<file path="src/rtl/pipe_ctrl_pkg.sv">
// Shared encodings for the front-end pipeline control slice.
package pipe_ctrl_pkg;

  typedef enum logic {
    IDLE = 1'b0,
    BUSY = 1'b1
  } state_t;

  localparam logic [4:0]  REG_ZERO  = 5'd0;
  localparam logic [31:0] NOP_INSTR = 32'h0;

endpackage

</file>
<file path="src/rtl/hazard_cmp.sv">
// Load-use hazard compare between the ID source fields and the EX destination.
module hazard_cmp
  import pipe_ctrl_pkg::*;
(
  input  logic       ex_m2reg,
  input  logic       ex_wreg,
  input  logic [4:0] ex_rn,
  input  logic [4:0] id_rs,
  input  logic [4:0] id_rt,
  input  logic       id_use_rs,
  input  logic       id_use_rt,
  output logic       lu
);

  logic rs_hit;
  logic rt_hit;

  assign rs_hit = id_use_rs && (id_rs == ex_rn);
  assign rt_hit = id_use_rt && (id_rt == ex_rn);
  // Register 0 is hard-wired, so a load targeting it never creates a dependency.
  assign lu     = ex_m2reg && ex_wreg && (ex_rn != REG_ZERO) && (rs_hit || rt_hit);

endmodule

</file>
<file path="src/rtl/pipeline_hazard_ctrl.sv">
// Stall/flush sequencer: load-use stalls, multi-cycle MDU sequencing with timeout, branch flush.
module pipeline_hazard_ctrl
  import pipe_ctrl_pkg::*;
#(
  parameter int MDU_TIMEOUT = 64,
  parameter int CW          = 16
) (
  input  logic          clk,
  input  logic          clrn,
  input  logic [4:0]    id_rs,
  input  logic [4:0]    id_rt,
  input  logic          id_use_rs,
  input  logic          id_use_rt,
  input  logic [4:0]    ex_rn,
  input  logic          ex_wreg,
  input  logic          ex_m2reg,
  input  logic          id_is_mdu,
  input  logic          id_branch_taken,
  input  logic          mdu_done,
  output logic          pc_we,
  output logic          ifid_we,
  output logic          ifid_flush,
  output logic          idex_bubble,
  output logic          mdu_start,
  output logic          mdu_err,
  output logic [CW-1:0] stall_cnt
);

  localparam int BW = (MDU_TIMEOUT > 2) ? $clog2(MDU_TIMEOUT) : 1;
  localparam logic [BW-1:0] BUSY_LAST = BW'(MDU_TIMEOUT - 1);

  function automatic logic [CW-1:0] sat_inc(input logic [CW-1:0] v);
    return (&v) ? v : v + 1'b1;
  endfunction

  state_t        state;
  state_t        state_nxt;
  logic [BW-1:0] busy_cnt;
  logic          lu;
  logic          timeout;

  hazard_cmp u_hazard_cmp (
    .ex_m2reg  (ex_m2reg),
    .ex_wreg   (ex_wreg),
    .ex_rn     (ex_rn),
    .id_rs     (id_rs),
    .id_rt     (id_rt),
    .id_use_rs (id_use_rs),
    .id_use_rt (id_use_rt),
    .lu        (lu)
  );

  assign timeout = (state == BUSY) && (busy_cnt == BUSY_LAST) && !mdu_done;

  always_comb begin
    pc_we       = 1'b0;
    ifid_we     = 1'b0;
    ifid_flush  = 1'b0;
    idex_bubble = 1'b0;
    mdu_start   = 1'b0;
    state_nxt   = state;
    if (clrn) begin
      unique case (state)
        IDLE: begin
          if (lu) begin
            idex_bubble = 1'b1;
          end else if (id_is_mdu) begin
            mdu_start   = 1'b1;
            idex_bubble = 1'b1;
            state_nxt   = BUSY;
          end else begin
            pc_we      = 1'b1;
            ifid_we    = 1'b1;
            ifid_flush = id_branch_taken;
          end
        end
        BUSY: begin
          // A timeout releases exactly like a completion so the pipeline never wedges.
          if (mdu_done || timeout) begin
            pc_we     = 1'b1;
            ifid_we   = 1'b1;
            state_nxt = IDLE;
          end else begin
            idex_bubble = 1'b1;
          end
        end
        default: state_nxt = IDLE;
      endcase
    end
  end

  always_ff @(posedge clk or negedge clrn) begin
    if (!clrn) begin
      state     <= IDLE;
      busy_cnt  <= '0;
      mdu_err   <= 1'b0;
      stall_cnt <= '0;
    end else begin
      state <= state_nxt;
      if (state == BUSY && state_nxt == IDLE) begin
        busy_cnt <= '0;
      end else if (state == BUSY) begin
        busy_cnt <= busy_cnt + 1'b1;
      end
      if (timeout) begin
        mdu_err <= 1'b1;
      end
      if (!pc_we) begin
        stall_cnt <= sat_inc(stall_cnt);
      end
    end
  end

endmodule

</file>
<file path="config.mk">
export PLATFORM = sky130hd
export DESIGN_NAME = pipeline_hazard_ctrl
export DESIGN_NICKNAME = d
export VERILOG_FILES = /design/src/rtl/pipe_ctrl_pkg.sv /design/src/rtl/hazard_cmp.sv /design/src/rtl/pipeline_hazard_ctrl.sv
export SDC_FILE = /design/constraint.sdc
export NUM_CORES = 1
export LEC_CHECK = 0
export CAP_MARGIN = 5
export CORE_MARGIN = 2
export CORE_UTILIZATION = 49
export DETAILED_ROUTE_END_ITERATION = 10
export HOLD_SLACK_MARGIN = 0.08
export PLACE_DENSITY = 0.84
export SLEW_MARGIN = 0
export SYNTH_ARGS = -nofsm -noshare
export SYNTH_HDL_FRONTEND = slang
export SYNTH_SLANG_ARGS = --single-unit
</file>
<file path="constraint.sdc">
create_clock -name clk -period 5.4 [get_ports clk]
set_input_delay 0.54 -clock clk [delete_from_list [all_inputs] [get_ports clk]]
set_output_delay 0.54 -clock clk [all_outputs]
set_load 0.03 [all_outputs]
</file>
==> metrics.yaml <==
utilization_pct: 69.5
nets: 211
design_area_um2: 1930
grt_usage_pct: 20.0
post-route-min-period_ns: 3.60
post_cts_buffers: 0
cts_tree: "yes"
period_share_pct: 66.6
crit_required_ns: 4.86
clockBufferDepth: 2
grt_overflow_total: 0
dr.first_iter.drc_count: 27
drive_above_1_share_pct: 8.15
rows: 19
clock_sinks: 24
finalSetupViolations: 0
cellPowerDensity_nw_per_um2: 324
avgRoutedWirePerCell_um: 14.9
antenna_left: 0
path_buf_inv: 2
antenna_found_initial: 0
tightest_slew_ns: 0.802
tns_ns: 0
insertion_delay_ns: 0.31
arrival_ns: 3.06
max_slew_margin_pct: 46.3
ir_worst_vdd_mv: 0.345
crit_type: "primary input to output pin"
place_hpwl_mm: 2.50
synth_cells: 139
port_buffers: 45
die_h_um: 58.2
drc: 0
cts-htree-levels: 1
cts_resized: 0
cts_buffers: 3
hp-class: "flip-flop to flip-flop"
status: "finished, final reports clean"
switching_share_pct: 39.5
syn2layout_area_growth_pct: 34.3
synth.net_count: 165
finalHoldViolCount: 0
ys_types: 40
critPathLaunchType: "primary input"
grt_pass1_vias: 1211
start_util_pct: 51.8
max-cap-violations: 0
grt_max_degree: 32
crit_fanout: 16
io_pins: 46
skew_ns: 0.00153
rsz0062_at_grt: "no"
p_sw_uw: 248
first_pass_iters: 4
dpl.cell_count: 211
fin_cells: 215
cp_common_cell: "clkdlybuf4s50_1"
synth_edf_count: 0
hold_slack_ns: 0.498
finalWirelength_mm: 3.21
ys_async_sr_fraction_pct: 100
power_uw: 627
p_int_uw: 379
finalWorstSetupSlack_ns: 1.80
gp_congestion: 0.821
grt_pass1_wl_mm: 5.29
clkTransAtPathRegs_ns: 0.13
via_per_inst: 5.60
antenna_cells: 0
place_ws_ns: 1.80
cp_cell_sequence: "clkdlybuf4s50_1, or3_1, o311a_1, a21oi_4, or2_1, clkdlybuf4s50_1"
ys.flop_type: "dfrtp_1"
yosysWarnings: 0
max_stage_delay_ns: 0.67
dpl_cell_area_um2: 1900
cp_top_family: "buffers and inverters"
power.share.sequential_pct: 44.3
p_comb_share_pct: 40.7
syn_area_um2: 1440
vias: 1203
worst_setup_path_end_kind: "output pin"
dieArea_um2: 3390
hold_buffers: 0
die_w_um: 58.2
root_buffer: "clkbuf_4"
slowest_stage: "clkdlybuf4s50_1"
synth-seq-area-share_pct: 41.7
fmax_mhz: 278
ys_ff_latch: 24
core_um2: 2780
power_leakage_nw: 0.855
slew_violations: 0
syn_area_per_cell_um2: 10.4
pwr-share-clk_pct: 14.9
## path summary, 6_finish.rpt
path / from / endpoint / slack (ns) / depth (start not counted)
min reg2reg: mdu_err / mdu_err / 0.50 / 2
max reg2reg: stall_cnt[4] / stall_cnt[1] / 3.14 / 5
min in group asynchronous: clrn / busy_cnt[3] / 0.66 / 2
min: mdu_err / mdu_err / 0.50 / 2
max in group asynchronous: clrn / stall_cnt[15] / 4.48 / 2
max: ex_rn[0] / pc_we / 1.80 / 6
## tightest hold or removal path: cells and delay by family, from the launching register on
family | cells | cell delay, ns
AOI/OAI and AO/OA | 1 | 0.06
buffers and inverters | 1 | 0.04
DFF | 1 | 0.37
## logic make-up after synthesis
family / after synthesis / synth area share, %
XOR/XNOR: 26 / 15.8
AND/OR/NAND/NOR: 59 / 24.4
flip-flops: 24 / 41.7
multiplexers: 4 / 3.04
buffers and inverters: 10 / 4.00
adder cells (fa/ha/maj): 2 / 1.74
AO/OA/AOI/OAI: 14 / 9.30
## flip-flops by register name, summed over array words and instances (netlist names)
| name | cells |
|---|---|
| mdu_err | 1 |
| stall_cnt | 16 |
| busy_cnt | 6 |
| state | 1 |
## metal layers
layer	vias to the layer above	global-route usage [%]	share of wire, %
met4	0	4.65	0.53
met1	583	24.0	42
met5	-	0	0
met2	35	36.7	52
li1	583	-	-
met3	2	4.24	6.0
## power groups by stage
stage | Clock [mW] | Combinational (mW) | Sequential, mW
2_1_floorplan | 0 | 0.106 | 0.322
3_3_place_gp | 0 | 0.249 | 0.277
3_5_place_dp | 0 | 0.258 | 0.281
4_1_cts | 0.0959 | 0.258 | 0.277
5_1_grt | 0.103 | 0.274 | 0.285
6_report | 0.0934 | 0.255 | 0.278
## layout make-up
cell class                      count  area, um2
Fill cell                         206        847
Sequential cell                    24        601
Tap cell                           31       38.8
Multi-Input combinational cell    105        782
Clock buffer                        4       36.3
Inverter                            5       18.8
Timing Repair Buffer               46        458
## Yosys cell counts (all sizes together), types with 3 or more instances
| cell type | instances | area, um2 |
|---|---|---|
| xnor2 | 11 | 96.3 |
| nand2 | 15 | 56.3 |
| dfrtp | 24 | 601 |
| nand4 | 7 | 65.1 |
| nor4b | 3 | 26.3 |
| nor3 | 7 | 35.0 |
| o21ai | 4 | 20.0 |
| buf | 4 | 35.0 |
| nor2 | 7 | 28.8 |
| inv | 5 | 18.8 |
| nand3 | 8 | 40.0 |
| mux2 | 3 | 33.8 |
| nor4 | 5 | 50.1 |
| xor2 | 15 | 131 |
## cell usage in the layout (no fill, tap or decap), drive strengths merged
cell	instances
a21oi	2
a311oi	1
and2	1
and3	1
and4	1
buf	1
clkbuf	4
clkdlybuf4s50	45
dfrtp	24
ha	2
inv	5
mux2	3
mux2i	1
nand2	15
nand2b	1
nand3	8
nand4	7
nor2	7
nor3	7
nor3b	1
nor4	5
nor4b	3
o21ai	4
o22ai	1
o2bb2ai	1
o311a	1
o311ai	1
o31ai	2
o41ai	1
or2	1
or3	1
xnor2	11
xor2	15
Note: power is estimated with default switching activity, not from simulation.
